<file path="config.mk">
export PLATFORM = sky130hd
export DESIGN_NAME = dec_ram_reader_flat
export DESIGN_NICKNAME = d
export VERILOG_FILES = /design/src/rtl/dec_ram_reader_pkg.sv /design/src/rtl/dec_ram_reader_if.sv /design/src/rtl/dec_ram_reader_rd_fifo.sv /design/src/rtl/dec_ram_reader.sv /design/src/flat_wrapper.sv
export SDC_FILE = /design/constraint.sdc
export NUM_CORES = 1
export LEC_CHECK = 0
export ABC_AREA = 1
export CAP_MARGIN = 15
export CORE_MARGIN = 2
export CORE_UTILIZATION = 57
export DETAILED_ROUTE_END_ITERATION = 8
export DONT_BUFFER_PORTS = 1
export PLACE_DENSITY_LB_ADDON = 0.08
export SKIP_LAST_GASP = 1
export SYNTH_ARGS = -nofsm -noshare
export SYNTH_HDL_FRONTEND = slang
export SYNTH_HIERARCHICAL = 1
export SYNTH_SLANG_ARGS = --single-unit
</file>
<file path="constraint.sdc">
create_clock -name clk -period 2.5 [get_ports clk]
set_clock_uncertainty 0.05 [all_clocks]
set_input_delay 0.125 -clock clk [delete_from_list [all_inputs] [get_ports clk]]
set_output_delay 0.125 -clock clk [all_outputs]
set_load 0.01 [all_outputs]
</file>
<file path="src/rtl/dec_ram_reader_pkg.sv">
//==============================================================================
// Module      : dec_ram_pkg
// Description : Shared types and constants for the decoder RAM frame reader.
//               Holds the reader FSM state encoding, the output FIFO depth
//               and the read-credit limit derived from it.
// Revision    : 1.0 - initial release
//==============================================================================
`default_nettype none

package dec_ram_pkg;

   // Reader FSM states.
   typedef enum logic [1:0] {
      ST_IDLE  = 2'd0,
      ST_READ  = 2'd1,
      ST_DRAIN = 2'd2,
      ST_DONE  = 2'd3
   } state_t;

   // Output FIFO depth. Three entries cover the one-cycle RAM latency plus
   // the registered issue decision, so full throughput survives a stall.
   localparam int FIFO_DEPTH   = 3;

   // Reads in flight plus FIFO occupancy must stay below this before a new
   // read is issued; the RAM does not hold its output, so nothing may be
   // read that has no FIFO slot waiting for it.
   localparam int CREDIT_LIMIT = FIFO_DEPTH;

   // Occupancy (0..FIFO_DEPTH) and pointer (0..FIFO_DEPTH-1) widths.
   localparam int OCC_W = $clog2(FIFO_DEPTH + 1);
   localparam int PTR_W = $clog2(FIFO_DEPTH);

endpackage

`default_nettype wire

</file>
<file path="src/rtl/dec_ram_reader_if.sv">
//==============================================================================
// Module      : dec_ram_reader_if
// Description : Bus bundle for the frame reader: the read side of the
//               decoder RAM port and the valid/ready output bit stream.
//   ram_address / ram_cs / ram_we / ram_rs : RAM request (reader drives)
//   ram_data_out                            : RAM read data (RAM drives)
//   m_data / m_valid / m_last               : output beat (reader drives)
//   m_ready                                 : downstream accept
//   modport master : reader side;  modport slave : RAM + sink side
// Revision    : 1.0 - initial release
//==============================================================================
`default_nettype none

interface dec_ram_reader_if #(
   parameter int ADDR_WIDTH = 8,
   parameter int DATA_WIDTH = 1
);
   logic [ADDR_WIDTH-1:0] ram_address;
   logic                  ram_cs;
   logic                  ram_we;
   logic                  ram_rs;
   logic [DATA_WIDTH-1:0] ram_data_out;
   logic [DATA_WIDTH-1:0] m_data;
   logic                  m_valid;
   logic                  m_ready;
   logic                  m_last;

   modport master (
      output ram_address, ram_cs, ram_we, ram_rs,
      input  ram_data_out,
      output m_data, m_valid, m_last,
      input  m_ready
   );

   modport slave (
      input  ram_address, ram_cs, ram_we, ram_rs,
      output ram_data_out,
      input  m_data, m_valid, m_last,
      output m_ready
   );
endinterface

`default_nettype wire

</file>
<file path="src/rtl/dec_ram_reader_rd_fifo.sv">
//==============================================================================
// Module      : dec_ram_rd_fifo
// Description : Small synchronous FIFO of FIFO_DEPTH entries that buffers
//               captured RAM words ahead of the output stream.
//   clk, rst   : clock, synchronous active-high reset (flushes contents)
//   i_push     : write i_din this cycle
//   i_din      : data to write
//   i_pop      : remove head this cycle (ignored when empty)
//   o_dout     : head entry (registered storage)
//   o_count    : current occupancy
//   o_empty    : occupancy is zero
// Revision    : 1.0 - initial release
//==============================================================================
`default_nettype none

module dec_ram_rd_fifo
   import dec_ram_pkg::*;
#(
   parameter int DATA_WIDTH = 1
) (
   input  wire logic                  clk,
   input  wire logic                  rst,
   input  wire logic                  i_push,
   input  wire logic [DATA_WIDTH-1:0] i_din,
   input  wire logic                  i_pop,
   output logic      [DATA_WIDTH-1:0] o_dout,
   output logic      [OCC_W-1:0]      o_count,
   output logic                       o_empty
);

   logic [DATA_WIDTH-1:0] r_mem [FIFO_DEPTH];
   logic [PTR_W-1:0]      r_wr_ptr;
   logic [PTR_W-1:0]      r_rd_ptr;
   logic [OCC_W-1:0]      r_count;

   logic w_empty;
   logic w_full;
   logic w_do_push;
   logic w_do_pop;

   // Pointers wrap at FIFO_DEPTH, which need not be a power of two.
   function automatic logic [PTR_W-1:0] f_ptr_inc(input logic [PTR_W-1:0] p);
      return (p == PTR_W'(FIFO_DEPTH - 1)) ? '0 : p + PTR_W'(1);
   endfunction

   assign w_empty   = (r_count == '0);
   assign w_full    = (r_count == OCC_W'(FIFO_DEPTH));
   assign w_do_pop  = i_pop & ~w_empty;
   // A push into a full FIFO is only legal when the head leaves together.
   assign w_do_push = i_push & (~w_full | w_do_pop);

   always_ff @(posedge clk) begin
      if (rst) begin
         for (int i = 0; i < FIFO_DEPTH; i++) begin
            r_mem[i] <= '0;
         end
         r_wr_ptr <= '0;
         r_rd_ptr <= '0;
         r_count  <= '0;
      end else begin
         if (w_do_push) begin
            r_mem[r_wr_ptr] <= i_din;
            r_wr_ptr        <= f_ptr_inc(r_wr_ptr);
         end
         if (w_do_pop) begin
            r_rd_ptr <= f_ptr_inc(r_rd_ptr);
         end
         case ({w_do_push, w_do_pop})
            2'b10:   r_count <= r_count + OCC_W'(1);
            2'b01:   r_count <= r_count - OCC_W'(1);
            default: r_count <= r_count;
         endcase
      end
   end

   assign o_dout  = r_mem[r_rd_ptr];
   assign o_count = r_count;
   assign o_empty = w_empty;

endmodule

`default_nettype wire

</file>
<file path="src/rtl/dec_ram_reader.sv">
//==============================================================================
// Module      : dec_ram_reader
// Description : Streams one FRAME_LEN-word frame out of one bank of the
//               two-bank decoder RAM onto a valid/ready stream. Absorbs the
//               one-cycle RAM read latency and downstream backpressure.
//   clk, rst   : clock, synchronous active-high reset
//   start      : begin a frame (sampled in IDLE only)
//   bank       : bank to read, latched with start
//   busy       : frame in progress (cycle after start .. done inclusive)
//   done       : one-cycle pulse after the last beat is accepted
//   bus        : RAM read port and output stream (master modport)
// Revision    : 1.0 - initial release
//==============================================================================
`default_nettype none

module dec_ram_reader
   import dec_ram_pkg::*;
#(
   parameter int ADDR_WIDTH = 8,
   parameter int DATA_WIDTH = 1,
   parameter int FRAME_LEN  = 256
) (
   input  wire logic         clk,
   input  wire logic         rst,
   input  wire logic         start,
   input  wire logic         bank,
   output logic              busy,
   output logic              done,
   dec_ram_reader_if.master  bus
);

   // One extra bit so that FRAME_LEN = 2**ADDR_WIDTH is representable.
   localparam int CNT_W = ADDR_WIDTH + 1;
   localparam logic [CNT_W-1:0] c_last = CNT_W'(FRAME_LEN - 1);
   localparam logic [CNT_W-1:0] c_one  = CNT_W'(1);

   state_t           r_state;
   state_t           w_state_next;
   logic [CNT_W-1:0] r_addr;
   logic [CNT_W-1:0] w_addr_next;
   logic [CNT_W-1:0] r_beat;
   logic [CNT_W-1:0] w_beat_next;
   logic             r_bank;
   logic             w_bank_next;
   logic             r_cs;
   logic             w_cs_next;
   logic             r_push;
   logic             r_busy;
   logic             r_done;
   logic             r_last;
   logic             w_last_next;

   logic [DATA_WIDTH-1:0] w_fifo_dout;
   logic [OCC_W-1:0]      w_occ;
   logic                  w_empty;
   logic                  w_pop;
   logic [OCC_W:0]        w_occ_next;
   logic                  w_credit_ok;

   // r_push is the read issued last cycle: its data is on the RAM output now.
   dec_ram_rd_fifo #(
      .DATA_WIDTH (DATA_WIDTH)
   ) u_fifo (
      .clk     (clk),
      .rst     (rst),
      .i_push  (r_push),
      .i_din   (bus.ram_data_out),
      .i_pop   (w_pop),
      .o_dout  (w_fifo_dout),
      .o_count (w_occ),
      .o_empty (w_empty)
   );

   assign w_pop = ~w_empty & bus.m_ready;

   // Decide next cycle's chip select. Occupancy next cycle plus the read
   // still in flight then (this cycle's r_cs) must leave room for one more.
   assign w_occ_next  = {1'b0, w_occ} + {{OCC_W{1'b0}}, r_push}
                        - {{OCC_W{1'b0}}, w_pop};
   assign w_credit_ok = (w_occ_next + {{OCC_W{1'b0}}, r_cs})
                        < (OCC_W + 1)'(CREDIT_LIMIT);

   always_comb begin
      w_state_next = r_state;
      w_addr_next  = r_addr;
      w_beat_next  = r_beat;
      w_bank_next  = r_bank;
      w_cs_next    = 1'b0;
      case (r_state)
         ST_IDLE: begin
            if (start) begin
               w_state_next = ST_READ;
               w_bank_next  = bank;
               w_addr_next  = '0;
               w_beat_next  = '0;
               w_cs_next    = w_credit_ok;
            end
         end
         ST_READ: begin
            if (w_pop) begin
               w_beat_next = r_beat + c_one;
            end
            // The address parks on the last word rather than wrapping.
            if (r_cs && (r_addr == c_last)) begin
               w_state_next = ST_DRAIN;
            end else begin
               if (r_cs) begin
                  w_addr_next = r_addr + c_one;
               end
               w_cs_next = w_credit_ok;
            end
         end
         ST_DRAIN: begin
            if (w_pop) begin
               w_beat_next = r_beat + c_one;
               if (r_last) begin
                  w_state_next = ST_DONE;
               end
            end
         end
         ST_DONE: begin
            w_state_next = ST_IDLE;
         end
         default: begin
            w_state_next = ST_IDLE;
         end
      endcase
   end

   // m_last only moves on a pop, so it holds steady through a stall.
   assign w_last_next = (w_beat_next == c_last) &&
                        ((w_state_next == ST_READ) || (w_state_next == ST_DRAIN));

   always_ff @(posedge clk) begin
      if (rst) begin
         r_state <= ST_IDLE;
         r_addr  <= '0;
         r_beat  <= '0;
         r_bank  <= 1'b0;
         r_cs    <= 1'b0;
         r_push  <= 1'b0;
         r_busy  <= 1'b0;
         r_done  <= 1'b0;
         r_last  <= 1'b0;
      end else begin
         r_state <= w_state_next;
         r_addr  <= w_addr_next;
         r_beat  <= w_beat_next;
         r_bank  <= w_bank_next;
         r_cs    <= w_cs_next;
         r_push  <= r_cs;
         r_busy  <= (w_state_next != ST_IDLE);
         r_done  <= (w_state_next == ST_DONE);
         r_last  <= w_last_next;
      end
   end

   assign busy            = r_busy;
   assign done            = r_done;
   assign bus.ram_address = r_addr[ADDR_WIDTH-1:0];
   assign bus.ram_cs      = r_cs;
   assign bus.ram_we      = 1'b0;
   assign bus.ram_rs      = r_bank;
   assign bus.m_data      = w_fifo_dout;
   assign bus.m_valid     = ~w_empty;
   assign bus.m_last      = r_last;

endmodule

`default_nettype wire

</file>
<file path="src/flat_wrapper.sv">
// flat-port wrapper written by rule: the top's interface ports become plain ports
module dec_ram_reader_flat import dec_ram_pkg::*;
#(
   parameter int ADDR_WIDTH = 8,
   parameter int DATA_WIDTH = 1,
   parameter int FRAME_LEN  = 256
)
  (clk, rst, start, bank, busy, done, bus_ram_address, bus_ram_cs, bus_ram_we, bus_ram_rs, bus_ram_data_out, bus_m_data, bus_m_valid, bus_m_last, bus_m_ready);
  dec_ram_reader_if #(.ADDR_WIDTH(ADDR_WIDTH), .DATA_WIDTH(DATA_WIDTH)) bus_i ();
  input  wire logic clk;
  input  wire logic rst;
  input  wire logic start;
  input  wire logic bank;
  output logic busy;
  output logic done;
  output wire logic [$bits(bus_i.ram_address)-1:0] bus_ram_address;
  output wire logic [$bits(bus_i.ram_cs)-1:0] bus_ram_cs;
  output wire logic [$bits(bus_i.ram_we)-1:0] bus_ram_we;
  output wire logic [$bits(bus_i.ram_rs)-1:0] bus_ram_rs;
  input wire logic [$bits(bus_i.ram_data_out)-1:0] bus_ram_data_out;
  output wire logic [$bits(bus_i.m_data)-1:0] bus_m_data;
  output wire logic [$bits(bus_i.m_valid)-1:0] bus_m_valid;
  output wire logic [$bits(bus_i.m_last)-1:0] bus_m_last;
  input wire logic [$bits(bus_i.m_ready)-1:0] bus_m_ready;
  assign bus_ram_address = bus_i.ram_address;
  assign bus_ram_cs = bus_i.ram_cs;
  assign bus_ram_we = bus_i.ram_we;
  assign bus_ram_rs = bus_i.ram_rs;
  assign bus_i.ram_data_out = bus_ram_data_out;
  assign bus_m_data = bus_i.m_data;
  assign bus_m_valid = bus_i.m_valid;
  assign bus_m_last = bus_i.m_last;
  assign bus_i.m_ready = bus_m_ready;
  dec_ram_reader #(.ADDR_WIDTH(ADDR_WIDTH), .DATA_WIDTH(DATA_WIDTH), .FRAME_LEN(FRAME_LEN)) u_core (.clk(clk), .rst(rst), .start(start), .bank(bank), .busy(busy), .done(done), .bus(bus_i));
endmodule
</file>
==> metrics.txt, run 1 <==
status completed; Gate Count Post-Synth approximately 300; Final Non-Filler Cells 351; GRT Resource Usage Total 20.9%; Filler cells 349; cts bufs inserted 5; crit path max-delay cell type fa_1; final hold viol count 0; gr ovfl total 0; syn_area_per_cell roughly 7.2 um2; RR Startpoint u_core/u_fifo/o_count[0]; Req. time, crit path 2650 ps; VDD IR max between 300 and 400 uV; H-tree level count 2; Util after Layout between 60 and 70%; HP Start rst; first-pass GRT wire length 6.94 mm; relative slew slack 38.0%; clock power share 37.7%; drt wl/cell 11.1 um; Buf+Inv Stages, Crit Path 4; async set-reset flop share out of synthesis 0%; Slew @ Worst Pin 928 ps; CTS tree built; CP most frequent cell inv_1; DR pass1 iterations 4; initial core utilization between 50% and 60%; Die Ht 65.3 um; CP Max Fanout 4; layout cells sized above 1 12.5%; peak per-stage delay on the critical path 400 ps; Sequential Area between 800 and 900 um2; Die Width 65.3 um; ys flop type dfxtp_1; crit path DAT 2450 ps; Area Growth Syn to Fin 8.46%; Comb power frac between 10% and 20%; initial antenna violation count 0; GPL Wtd Cong 0.819; pin count of the biggest net entering global routing 22; multi-input logic area 1090 um2; Crit Path Category reg2reg; row cnt 22; root buf cell clkbuf_8; Max Cap Viol 0; Cell Chain, Critical Path inv_1, nand2_2, inv_1, nor2_2, ha_1, fa_1, inv_1, fa_1, inv_1, o221ai_1, a221oi_1; worst setup path start u_core/u_fifo/o_count[0]; most frequent cells in the layout nand2_1 (67), inv_1 (49), dfxtp_1 (33); post-route ant nets 0; commonest non-fill, non-tap cell in the layout nand2_1; setup bufs post-CTS 0; Port Buffer Count 0; Tcrit/Tclk final 92.2%; nets@finish 320; RSZ-0062 raised after global routing true; Synth Warn # 6; Setup violations, final 0; delay-heaviest family, CP adder cells; core area roughly 3600 um2; n_diodes 0; CTS Sinks 38; die area 4270 um2; Post-synth EDFFs 4; CP startpoint kind flip-flop; synthesized area 2140 um2; post-synth cell types 34; Clk pin slew, worst setup/hold paths 70 ps; sequential power share approximately half; # IOs 22; Int Pwr 0.993 mW; post-detailed-route DRC marker count 0; type of the most critical hold path in2reg; Seq cells post-synth 38; Psw 0.354 mW; switching fraction of total power 26.3%; Pins Over Slew Limit 0; Worst Setup End Kind flip-flop; DP HPWL 2.93 mm; Syn Nets between 300 and 400; initial drt markers 80; post-synthesis sequential area ratio 37.3%; Routed WL 3.90 mm; Vias 1800; minimum clock period around 2300 ps; clk_lat worst skew 290 ps; placed insts ~340; Longest Clk Path Bufs 2; P_leak about 1 nW; Vias/cell between 5 and 6; Max Clk Rate 0.434 GHz; vias in the first global route 1621; PD cells 579 nW/um2
==> metal layers <==
layer / GRT usage (%) / up-vias / wire length [um]
li1: - / 952 / -
met1: 24.5 / 817 / 1740
met2: 36.4 / 27 / 1970
met3: 6.85 / 4 / 158
met4: 6.25 / 0 / 30
met5: 0 / - / 0
==> logic make-up (layout without fill, tap and decap cells) <==
family / Yosys count / in the layout / share of synthesized area [%]
flip-flops: 38 / 38 / 37.3
other: 1 / 1 / 0.175
buffers and inverters: 63 / 68 / 12.8
AND/OR/NAND/NOR: 142 / 142 / 30.1
AO/OA/AOI/OAI: 42 / 42 / 11.8
adder cells (fa/ha/maj): 12 / 12 / 7.70
==> flip-flops by register name, summed over array words and instances, names as in the netlist, named ones only <==
| name | cells |
|---|---|
| u_core/r_push | 1 |
| u_core/r_beat | 9 |
| u_core/bus.ram_cs | 1 |
| u_core/busy | 1 |
| u_core/u_fifo/o_count | 2 |
| u_core/u_fifo/r_rd_ptr | 2 |
| u_core/r_state | 2 |
| u_core/bus.m_last | 1 |
| u_core/done | 1 |
| u_core/u_fifo/r_mem | 4 |
| u_core/u_fifo/r_wr_ptr | 2 |
| u_core/r_addr | 9 |
| u_core/bus.ram_rs | 1 |
==> worst min-delay path: stages <==
cell and delay (ps):
nor2_1 80, nand2_1 80, nor2_1 30
==> path summary, 6_finish.rpt <==
check / to / slack (ps) / depth (start not counted)
hold / removal: u_core/r_addr[7] / 20 / 3
setup reg to reg: u_core/bus.ram_cs / 200 / 11
setup / recovery: u_core/bus.ram_cs / 200 / 11
hold reg to reg: u_core/r_addr[8] / 430 / 2
==> synthesized netlist by cell type (3+ instances only) <==
| cell type | n | share of area, % |
|---|---|---|
| dfxtp_1 | 34 | 32 |
| nand2_1 | 67 | 12 |
| ha_1 | 10 | 5.8 |
| nand3_1 | 22 | 5.1 |
| o21ai_0 | 8 | 1.9 |
| edfxtp_1 | 4 | 5.6 |
| nand3_2 | 4 | 1.9 |
| nand2_2 | 6 | 1.8 |
| nor2_1 | 29 | 5.1 |
| nand4_1 | 7 | 2.0 |
| buf_4 | 10 | 3.5 |
| a21oi_1 | 19 | 4.4 |
| a21oi_2 | 3 | 1.2 |
| inv_1 | 49 | 8.6 |
| nor2_2 | 3 | 0.88 |
==> power groups by stage <==
stage	combinational [mW]	sequential, mW	clock [mW]
floorplan	0.143	0.666	0
global placement	0.168	0.668	0
detailed placement	0.170	0.668	0
CTS	0.182	0.654	0.518
global route	0.212	0.658	0.543
finish	0.184	0.655	0.507
==> metrics by stage <==
stage	area (um2)	setup WS [ps]	hold slack, ps	TNS (ps)	total power [mW]
3_3_place_gp	2160	194	141	0	0.836
2_1_floorplan	2150	6.01	137	0	0.809
6_report	2330	196	18.3	0	1.35
3_5_place_dp	2160	157	143	0	0.839
4_1_cts	2310	129	8.96	0	1.35
5_1_grt	2330	-7.96	33.2	-7.96	1.41
==> timing repair <==
| item | 4_1_cts | 5_1_grt |
|---|---|---|
| setup endpoints to repair | 0 | 2 |
| hold endpoints to repair | 24 | 0 |
| hold buffers | 4 | 0 |
| resized for setup | 0 | 4 |
==> layout make-up <==
| class | count | area share [%] |
|---|---|---|
| clock buffers | 5 | 2.96 |
| clock inverters | 3 | 1.72 |
| inverters | 51 | 8.23 |
| multi-input cells | 197 | 46.7 |
| flip-flops and latches | 38 | 34.5 |
| well taps | 48 | 2.58 |
| repair buffers | 9 | 3.34 |
Note: power is estimated with default switching activity, not from simulation.
==> inputs of run 2 (changes only) <==
--- a/config.mk
+++ b/config.mk
@@ -8,7 +8,8 @@
 export ABC_AREA = 1
 export CAP_MARGIN = 15
 export CORE_MARGIN = 2
-export CORE_UTILIZATION = 57
+export CORE_UTILIZATION = 59
+export CTS_BUF_LIST = sky130_fd_sc_hd__clkbuf_4
 export DETAILED_ROUTE_END_ITERATION = 8
 export DONT_BUFFER_PORTS = 1
 export PLACE_DENSITY_LB_ADDON = 0.08
==> run 2 against run 1 <==
First-iteration DRC count grew 51%. Register-to-register slack is essentially flat. Critical path depth is the same. Core utilization grew 3.1 points. Cell count shrank 0.57%. Power shrank 7.4%. Non-clock buffer count is the same. Setup slack lost 5.1 ps. Critical endpoint unchanged. Largest power group unchanged. Highest routed layer unchanged.
==> metrics.txt, run 2 (synthesized netlist as in run 1, its figures left out) <==
Util after Layout 67.1%; initial core utilization 62.8%; Slew @ Worst Pin 946 ps; most frequent cells in the layout nand2_1 (67), inv_1 (49), dfxtp_1 (33); Crit Path Category reg2reg; CTS Sinks 38; commonest non-fill, non-tap cell in the layout nand2_1; first-pass GRT wire length 6.87 mm; H-tree level count 2; Post-DP Area around 2200 um2; final hold viol count 0; core area about 3400 um2; post-route ant nets 0; Setup violations, final 0; Min-Delay Endpoint u_core/r_beat[1]; FF-to-FF setup slack 190 ps; Longest Clk Path Bufs 2; vias in the first global route 1598; P_leak 0.989 nW; minimum clock period around 2300 ps; PD cells roughly 540 nW/um2; layout cells sized above 1 roughly an eighth; relative slew slack between 30 and 40%; nets@finish 320; Port Buffer Count 0; status completed; row cnt 21; # IOs 22; Final Power around 1.2 mW; setup bufs post-CTS 0; Sum Neg Setup Slack 0 ps; Tcrit/Tclk final 92.4%; RR Startpoint u_core/u_fifo/o_count[0]; die area a little over 4000 um2; crit path DAT 2510 ps; FF-to-FF End u_core/bus.ram_cs; Max Clk Rate 0.433 GHz; Max Cap Viol 0; Worst Setup End Kind flip-flop; post-detailed-route DRC marker count 0; VDD IR max 304 uV; type of the most critical hold path in2reg; DR pass1 iterations 4; R2R cell count 11; Area Growth Syn to Fin 6.88%; GPL Wtd Cong 0.849; Pins Over Slew Limit 0; initial antenna violation count 0; gr ovfl total 0; Vias ~1800; DP HPWL 2.93 mm; Routed WL between 3 and 4 mm; Die Width 64.3 um; initial drt markers approximately 120; drt wl/cell 11.3 um; Die Ht 64.3 um; worst hold path depth 4; Clk pin slew, worst setup/hold paths 110 ps; clk_lat worst skew 340 ps; HP Start bus_m_ready; GRT Resource Usage Total between 20% and 30%; Req. time, crit path 2710 ps; cts bufs inserted 5; RSZ-0062 raised after global routing true; root buf cell clkbuf_4; pin count of the biggest net entering global routing 24; worst setup path start u_core/u_fifo/o_count[0]; CTS tree built; post-route cell area between 2000 and 2500 um2; CP startpoint kind flip-flop; n_diodes 0; Top Registers u_core/r_addr x9, u_core/r_beat x9, u_core/u_fifo/r_mem x4; Vias/cell between 5 and 6; CP Max Fanout 4
-- run 2: cell counts in the layout (fill, tap and decap cells not counted) --
Identical to the previous run, type by type.
-- run 2: cell type report --
class | count | area, um2
Fill cell | 306 | 1120
Multi-Input combinational cell | 197 | 1090
Sequential cell | 38 | 802
Inverter | 51 | 191
Timing Repair Buffer | 9 | 77.6
Tap cell | 46 | 57.6
Clock inverter | 3 | 40.0
Clock buffer | 5 | 37.5
-- run 2: metal layers --
metal / vias to the layer above / GRT usage, % / wire (um)
met5: - / 0 / 0
met4: 0 / 7.18 / 62
met2: 34 / 35.9 / 1880
li1: 954 / - / -
met3: 6 / 6.16 / 187
met1: 782 / 25.7 / 1810
-- run 2: stage by stage --
step	instances	hold WS (ps)	worst slack [ps]
2_1_floorplan	298	137	6.01
3_3_place_gp	337	141	201
3_5_place_dp	337	142	114
4_1_cts	349	15.4	107
5_1_grt	349	41.0	-5.22
6_report	349	35.1	191
-- run 2: what timing repair did --
item / 4_1_cts / 5_1_grt
resized for setup: 0 / 4
hold buffers: 4 / 0
endpoints found under the setup margin: 0 / 3
hold endpoints to repair: 34 / 0
-- run 2: report_power, final --
part	internal [mW]	switching, mW
clock network	0.207	0.197
logic	0.0634	0.124
registers	0.637	0.0185
total	0.907	0.339
-- run 2: worst max-delay path, stage by stage (launching register included) --
cell and delay (ps):
dfxtp_2 370, inv_1 80, nand2_2 90, inv_1 70
nor2_2 120, ha_1 250, fa_1 370, inv_1 80
fa_1 410, inv_1 60, o221ai_1 90, a221oi_1 210
-- run 2: worst max path at each step --
stage	end	slack, ps	cells past startpoint
5_1_grt	u_core/bus.m_last	-5	16
6_report	u_core/bus.ram_cs	190	11
2_1_floorplan	u_core/bus.ram_cs	6	11
4_1_cts	u_core/bus.ram_cs	110	11
3_3_place_gp	u_core/bus.m_last	200	16
3_5_place_dp	u_core/bus.ram_cs	110	11
